--- src/rtl/cnt_sched_if.sv ---
// Request/grant bundle between requesting engines and the shared-counter scheduler.
// The master side drives requests and window lengths; the slave side returns grant, done and count.
interface cnt_sched_if #(
  parameter int unsigned NREQ      = 4,
  parameter int unsigned CNT_WIDTH = 7
);
  logic [NREQ-1:0]           req_i;
  logic [NREQ*CNT_WIDTH-1:0] len_i;
  logic [NREQ-1:0]           gnt_o;
  logic [NREQ-1:0]           done_o;
  logic                      busy_o;
  logic [CNT_WIDTH-1:0]      cnt_o;

  modport master (
    output req_i,
    output len_i,
    input  gnt_o,
    input  done_o,
    input  busy_o,
    input  cnt_o
  );

  modport slave (
    input  req_i,
    input  len_i,
    output gnt_o,
    output done_o,
    output busy_o,
    output cnt_o
  );
endinterface

--- src/rtl/cnt_sched.sv ---
// Round-robin scheduler time-sharing one cycle counter among NREQ requesters.
// Optional macro CNT_SCHED_PRIO0_EN: requester 0 always wins arbitration and never moves ptr.
module cnt_sched #(
  parameter int unsigned NREQ      = 4,
  parameter int unsigned CNT_WIDTH = 7
) (
  input logic        clk,
  input logic        rst,
  cnt_sched_if.slave bus
);
  localparam int unsigned IdxW = (NREQ > 1) ? $clog2(NREQ) : 1;

  typedef enum logic [1:0] {StIdle, StRun, StDone} state_e;

  state_e               state_q, state_d;
  logic [IdxW-1:0]      ptr_q, ptr_d;
  logic [IdxW-1:0]      owner_q, owner_d;
  logic [CNT_WIDTH-1:0] len_q, len_d;
  logic [CNT_WIDTH-1:0] cnt_q, cnt_d;
  logic [NREQ-1:0]      gnt_q, gnt_d;
  logic [NREQ-1:0]      done_q, done_d;

  logic [IdxW-1:0]      sel;
  logic [IdxW-1:0]      idx;
  logic                 req_any;
  logic [IdxW-1:0]      owner_inc;
  logic [IdxW-1:0]      next_ptr;
  logic [CNT_WIDTH-1:0] len_m1;
  logic [NREQ-1:0]      one;

  assign one = {{(NREQ-1){1'b0}}, 1'b1};

  // First set request searching upward from ptr, wrapping at NREQ.
  always_comb begin
    sel     = '0;
    req_any = 1'b0;
    idx     = ptr_q;
`ifdef CNT_SCHED_PRIO0_EN
    if (bus.req_i[0]) begin
      req_any = 1'b1;
    end else begin
      for (int unsigned i = 0; i < NREQ; i++) begin
        if (!req_any && (idx != '0) && bus.req_i[idx]) begin
          sel     = idx;
          req_any = 1'b1;
        end
        idx = (idx == IdxW'(NREQ - 1)) ? '0 : idx + 1'b1;
      end
    end
`else
    for (int unsigned i = 0; i < NREQ; i++) begin
      if (!req_any && bus.req_i[idx]) begin
        sel     = idx;
        req_any = 1'b1;
      end
      idx = (idx == IdxW'(NREQ - 1)) ? '0 : idx + 1'b1;
    end
`endif
  end

  assign owner_inc = (owner_q == IdxW'(NREQ - 1)) ? '0 : owner_q + 1'b1;
`ifdef CNT_SCHED_PRIO0_EN
  assign next_ptr  = (owner_q == '0) ? ptr_q : owner_inc;
`else
  assign next_ptr  = owner_inc;
`endif

  // Wrap arithmetic: len_q == 0 yields an all-ones terminal count.
  assign len_m1 = len_q - CNT_WIDTH'(1);

  always_comb begin
    state_d = state_q;
    ptr_d   = ptr_q;
    owner_d = owner_q;
    len_d   = len_q;
    cnt_d   = cnt_q;
    gnt_d   = gnt_q;
    done_d  = '0;
    unique case (state_q)
      StIdle: begin
        gnt_d = '0;
        cnt_d = '0;
        if (req_any) begin
          state_d = StRun;
          gnt_d   = one << sel;
          owner_d = sel;
          len_d   = bus.len_i[sel*CNT_WIDTH +: CNT_WIDTH];
        end
      end
      StRun: begin
        if (!bus.req_i[owner_q]) begin
          // Abort wins over a coincident terminal count.
          state_d = StIdle;
          gnt_d   = '0;
          cnt_d   = '0;
          ptr_d   = next_ptr;
        end else if (cnt_q == len_m1) begin
          state_d = StDone;
          done_d  = one << owner_q;
        end else begin
          cnt_d = cnt_q + CNT_WIDTH'(1);
        end
      end
      StDone: begin
        state_d = StIdle;
        gnt_d   = '0;
        cnt_d   = '0;
        ptr_d   = next_ptr;
      end
      default: begin
        state_d = StIdle;
        gnt_d   = '0;
        cnt_d   = '0;
      end
    endcase
  end

  always_ff @(posedge clk or posedge rst) begin
    if (rst) begin
      state_q <= StIdle;
      ptr_q   <= '0;
      owner_q <= '0;
      len_q   <= '0;
      cnt_q   <= '0;
      gnt_q   <= '0;
      done_q  <= '0;
    end else begin
      state_q <= state_d;
      ptr_q   <= ptr_d;
      owner_q <= owner_d;
      len_q   <= len_d;
      cnt_q   <= cnt_d;
      gnt_q   <= gnt_d;
      done_q  <= done_d;
    end
  end

  assign bus.gnt_o  = gnt_q;
  assign bus.done_o = done_q;
  assign bus.busy_o = (state_q != StIdle);
  assign bus.cnt_o  = cnt_q;
endmodule

--- src/flat_wrapper.sv ---
// flat-port wrapper written by rule: the top's interface ports become plain ports
module cnt_sched_flat 
#(
  parameter int unsigned NREQ      = 4,
  parameter int unsigned CNT_WIDTH = 7
)
  (clk, rst, bus_req_i, bus_len_i, bus_gnt_o, bus_done_o, bus_busy_o, bus_cnt_o);
  cnt_sched_if #(.NREQ(NREQ), .CNT_WIDTH(CNT_WIDTH)) bus_i ();
  input logic clk;
  input logic rst;
  input wire logic [$bits(bus_i.req_i)-1:0] bus_req_i;
  input wire logic [$bits(bus_i.len_i)-1:0] bus_len_i;
  output wire logic [$bits(bus_i.gnt_o)-1:0] bus_gnt_o;
  output wire logic [$bits(bus_i.done_o)-1:0] bus_done_o;
  output wire logic [$bits(bus_i.busy_o)-1:0] bus_busy_o;
  output wire logic [$bits(bus_i.cnt_o)-1:0] bus_cnt_o;
  assign bus_i.req_i = bus_req_i;
  assign bus_i.len_i = bus_len_i;
  assign bus_gnt_o = bus_i.gnt_o;
  assign bus_done_o = bus_i.done_o;
  assign bus_busy_o = bus_i.busy_o;
  assign bus_cnt_o = bus_i.cnt_o;
  cnt_sched #(.NREQ(NREQ), .CNT_WIDTH(CNT_WIDTH)) u_core (.clk(clk), .rst(rst), .bus(bus_i));
endmodule
--- config.mk ---
export PLATFORM = sky130hd
export DESIGN_NAME = cnt_sched_flat
export DESIGN_NICKNAME = d
export VERILOG_FILES = /design/src/rtl/cnt_sched_if.sv /design/src/rtl/cnt_sched.sv /design/src/flat_wrapper.sv
export SDC_FILE = /design/constraint.sdc
export NUM_CORES = 1
export LEC_CHECK = 0
export ABC_AREA = 1
export BUFFER_PORTS_ARGS = -buffer_cell sky130_fd_sc_hd__buf_2
export CORE_ASPECT_RATIO = 1.25
export CORE_MARGIN = 2
export CORE_UTILIZATION = 35
export CTS_BUF_LIST = sky130_fd_sc_hd__clkbuf_4
export DETAILED_ROUTE_END_ITERATION = 8
export GPL_ROUTABILITY_DRIVEN = 1
export PLACE_DENSITY = 0.61
export SLEW_MARGIN = 20
export SYNTH_ARGS = -nofsm -noshare
export SYNTH_HDL_FRONTEND = slang
export SYNTH_SLANG_ARGS = --single-unit
--- constraint.sdc ---
create_clock -name clk -period 4 [get_ports clk]
set_input_delay 0.2 -clock clk [delete_from_list [all_inputs] [get_ports clk]]
set_output_delay 0.2 -clock clk [all_outputs]
set_load 0.02 [all_outputs]
Word level (Yosys, flattened, before mapping)

Cells that the tools add are included.

$add $sub $neg: 6
$mul: 1
Div/mod/pow operators: 0
$lt $le $gt $ge: 5
Equality and inequality tests: 11
Shifts and indexed selects: 3
Multiplexer cells: 37
Bitwise operators: 0
Reduce and logical (&&, ||, !) cells: 12

Operators by type and width:

| kind                  | number |
|---|---|
| $shiftx A28 B6 Y7     | 1 |
| $mux W2               | 12 |
| $mux W7               | 3 |
| $mux W4               | 5 |
| $lt A2 B3 Y1 const B  | 5 |
| $bmux W1 S2           | 5 |
| $eq A2 B2 Y1 const B  | 5 |
| $mux W1               | 9 |
| $add A2 B1 Y2 const B | 4 |
| $pmux W2 S2           | 2 |
| $pmux W4 S2           | 1 |
| $shl A1 B2 Y4 const A | 2 |
| $add A7 B1 Y7 const B | 1 |
| $eq A7 B7 Y1          | 1 |
| $sub A7 B1 Y7 const B | 1 |
| $ne A3 B3 Y1 const B  | 2 |
| $reduce_and A2 Y1     | 3 |
| $mul A2 B3 Y5 const B | 1 |
| $reduce_bool A2 Y1    | 2 |
| $logic_and A1 B1 Y1   | 3 |
| $logic_not A1 Y1      | 3 |
| $eq A2 B1 Y1 const B  | 1 |
| $logic_not A2 Y1      | 1 |
| $ne A2 B1 Y1 const B  | 1 |
| $ne A2 B2 Y1 const B  | 1 |

Bits in registers: 28
Latch bits: 0
RAM bits: 0
Bits in read-only memories: 0
Input bits: 34
Output and inout bits: 16
Word-level logic and storage cells: 82
Memories kept: 0

Logic depth before layout (Yosys ltp)

Word-level depth: 15
Depth in mapped cells: 16

Least setup slack after synthesis

Ideal clock, no wire load.

Path type: register to register
Start point: register u_core.ptr_q[0]
End point: register u_core.owner_q[1]
Setup time: 0.119 ns
Arrival time: 1.885 ns
Setup slack: 1.996 ns
Cell stages (with the launch flop): 12
Buffers on the path: 1
Period minus slack after synthesis: 2.004 ns
Cells stage by stage: dfrtp_1 > ha_1 > nor2_2 > nand2_1 > nand3_2 > nand2_4 > nor2_8 > nand2_2 > o21ai_4 > inv_2 > buf_6 > o21a_1

Word-level cells in the longest chain between the ends: 13
Elaborated cells between the ends (all ways): 32
Classes of those cells: 3 x add/sub; 3 x eq/ne; 19 x mux; 7 x reduce/logical

RTL lines:

| item                                                   | line             | text |
|---|---|---|
| from (decl)                                            | cnt_sched.sv:16  | `logic [IdxW-1:0] ptr_q, ptr_d;` |
| from (signal assigned)                                 | cnt_sched.sv:129 | `ptr_q <= ptr_d;` |
| branches (longest 13 deep; another with $add A2 B1 Y2) | --               |  |
| to (signal assigned)                                   | cnt_sched.sv:130 | `owner_q <= owner_d;` |
| to (decl)                                              | cnt_sched.sv:17  | `logic [IdxW-1:0] owner_q, owner_d;` |

Several ways; the timed one is not identified. The select of a mux whose other input is x is not followed.
A chain may end at the register's enable or synchronous reset.

Worst setup path after layout

Start point: register u_core.ptr_q[0]
End point: register u_core.len_q[0]

Word-level cells in the longest chain between the ends: 14
Elaborated cells between the ends (all ways): 34
Classes of those cells: 3 x add/sub; 1 x mul; 3 x eq/ne; 1 x shift; 19 x mux; 7 x reduce/logical

RTL lines:

| item                                                   | line             | text |
|---|---|---|
| branches (longest 14 deep; another with $mul A2 B3 Y5) | --               |  |
| to (signal assigned)                                   | cnt_sched.sv:131 | `len_q <= len_d;` |
| to (decl)                                              | cnt_sched.sv:18  | `logic [CNT_WIDTH-1:0] len_q, len_d;` |

Several ways; the timed one is not identified. The select of a mux whose other input is x is not followed.

==> results.toml <==
[synth]
synth_area_per_cell_sq_um = 7.117
synth_cells = 295
synth.area.top_cells = "dfrtp_1, nand2_1, inv_1"
synth.top_cell.area_share = 0.3337
ys_types = 31
synth_edf_count = 0
synth_top_area_cell = "dfrtp_1"
synth-seq-cells = 28
yosys_warnings = 0
syn_nets = 336
async_flop_share = 1.000
ys.flop_type = "dfrtp_1"
ys_seq_area_frac = 0.3337
synth_area_sq_um = 2100

[sta]
relSlewSlack = 0.6061
grt_setup_unrepaired = "no"
post-route-period-util = 0.5929
finalSetupViolCount = 0
setup-tns-final_ns = 0
layout_min_cycle_time_ns = 2.372
finalMaxSlewViolations = 0
finalClockSkew_ns = 0.007980
fmax_mhz = 421.7
finalHoldViolCount = 0
worstMarginPinSlew_ns = 0.5901

[global_routing]
grt_overflow = 0
grt_pass1_vias = 1761
antenna_found_initial = 0
grt_pass1_wl_um = 7721
grt_usage = 0.1411
grt_max_degree = 29

[critical_path]
slowest_stage = "dfrtp_1"
slowest_delay_ns = 0.47
cp-startpoint = "u_core.ptr_q[0]$_DFFE_PP0P_"
critPathBufInv = 4
crit_path_max_fanout = 11
r2r_start = "u_core.ptr_q[0]$_DFFE_PP0P_"
crit_top_cell = "nand2_1"
start_kind = "flop"
crit_chain = "ha_1 -> inv_1 -> nand2_1 -> nand2_1 -> nand2_1 -> nand2_2 -> inv_2 -> nand3_1 -> nand3_1 -> nor2_1 -> buf_4 -> inv_1 -> nand2_1 -> nand2_1 -> nand2_1 -> nand2_1"
critical-path-top-delay-family = "simple AND/OR/NAND/NOR gates"
critPathRequiredTime_ns = 4.25
critPathArrivalTime_ns = 2.62
criticalPathCategory = "flop to flop"
end_kind = "flop"

[cells_and_area]
seq_area_sq_um = 700.7
drive_gt1_frac = 0.2187
final_core_util = 0.4191
final_nets = 386
area_growth_pct = 15.38
num_antenna_cells = 0
multi_input_area_sq_um = 1185
fillers = 623

[clock_tree]
numCtsBuffers = 3
clkLatencyLatePin_ns = 0.33
cts_root_buf = "clkbuf_4"
clock_path_buffers = 2
cts_tree = "built"
cts_max_level = 1
path_clk_slew_ns = 0.15
cts.sinks = 28

[detailed_routing]
drt_iter0_drc = 55
viasPerCell = 4.773
vias = 1952
ant_nets = 0
drcViolationCount = 0
routed_wl_um = 4608
wire_per_inst_um = 11.27
first_pass_iters = 4

[floorplan]
start_util = 0.3633
pin_count = 50
die_x_um = 73.28
core-area_sq_um = 5779
die_height_um = 90.60
die_area_sq_um = 6638
rows = 31

[placement]
port_buffers = 49
hpwl_um = 3694
gp_congestion = 0.7852

[pwr]
vdd_drop_max_mv = 0.4532
power_density_nw_per_um2 = 887.9
leakagePower_nw = 1.395

[worst_hold_path]
worstHoldStart = "bus_len_i[25]"
hold_class = "primary input to flop"

[job]
maxCapViolations = 0

[run_status]
status = "finished clean"
-- metal layers --
layer  GRT usage  part of all wire  vias to the layer above
met5           0                 0                        -
met2      0.2335              0.48                       44
met4     0.05093             0.016                        0
met1      0.1886              0.46                      865
met3     0.01116             0.038                        5
li1            -                 -                     1038
-- cells in the mapped netlist, drive strengths merged (3+ instances only) --
cell type,count
nand2,109
inv,44
nand3,29
dfrtp,28
nand4,16
nor2,15
o21ai,13
xor2,13
ha,7
buf,6
nor3,4
xnor2,3
-- flip-flops by register name (all words and copies together), names as in the netlist --
name	flops
u_core.bus.gnt_o	4
u_core.owner_q	2
u_core.state_q	2
u_core.ptr_q	2
u_core.bus.cnt_o	7
u_core.len_q	7
u_core.bus.done_o	4
-- worst min-delay path: stages --
cell and delay (ns):
buf_2 0.08, nand2_1 0.04, nand2_1 0.05, nand2_1 0.04, nand2_1 0.05, nand2_1 0.04, nand2_1 0.04
-- final timing paths --
path                       cells past startpoint  slack [ns]                              end
hold reg to reg                                2        0.51      u_core.len_q[1]$_DFFE_PP0P_
hold / removal                                 7        0.23      u_core.len_q[4]$_DFFE_PP0P_
setup reg to reg                              16        1.63      u_core.len_q[0]$_DFFE_PP0P_
setup / recovery                              16        1.63      u_core.len_q[0]$_DFFE_PP0P_
max in group asynchronous                      3        3.15  u_core.bus.gnt_o[1]$_DFFE_PP0P_
min in group asynchronous                      3        0.46   u_core.bus.done_o[2]$_DFF_PP0_
-- report_power, final --
part / internal [mW] / leakage (nW) / switching (mW)
Combinational: 0.534 / 1.02 / 1.04
Clock: 0.0355 / 0.0138 / 0.0830
Sequential: 0.374 / 0.366 / 0.0802
Total: 0.943 / 1.39 / 1.21
-- layout make-up --
| class | instances | area share |
|---|---|---|
| clock buffers | 3 | 0.009298 |
| inverters | 45 | 0.06973 |
| flip-flops and latches | 28 | 0.2893 |
| repair buffers | 51 | 0.1085 |
| well taps | 66 | 0.03409 |
| multi-input cells | 216 | 0.4892 |
-- per-stage QoR --
stage	power [mW]	instances	area [sq um]	hold WS, ns	setup WS (ns)
floorplan	1.796	295	2100	0.2654	1.996
global placement	2.012	405	2390	0.4658	1.713
detailed placement	2.044	405	2390	0.4716	1.646
CTS	2.172	408	2412	0.1463	1.620
global route	2.399	409	2422	0.2720	1.421
finish	2.151	409	2422	0.2267	1.628
-- cell families (layout without fill, tap and decap cells) --
family / Yosys count / after routing / synth area share
AOI/OAI and AO/OA: 18 / 18 / 0.05423
and+or+nand+nor: 175 / 175 / 0.4017
DFF: 28 / 28 / 0.3337
xor gates and xnor gates: 16 / 16 / 0.06675
adders and majority gates: 7 / 7 / 0.04171
buffers and inverters: 51 / 99 / 0.1019
-- what timing repair did --
item	in CTS	in global routing
hold buffers	0	1
endpoints found under the hold margin	0	28
buffers inserted	0	0
resized for setup	0	0
-- layout by cell type (no fill, tap or decap), types with 2 or more instances in the layout --
cell type and count:
o21ai_1 3, buf_2 49, o21ai_0 9, nand3_4 2, nor2_1 13, xnor2_1 3, nand3_1 24, nor3_1 4
ha_1 7, nand2_1 103, dfrtp_1 28, nand2_4 2, xor2_1 13, inv_2 6, nand2_2 4, nand3_2 3
inv_1 38, nand4_1 15, a21oi_1 2, clkbuf_4 3
(Power assumes the default switching activity.)
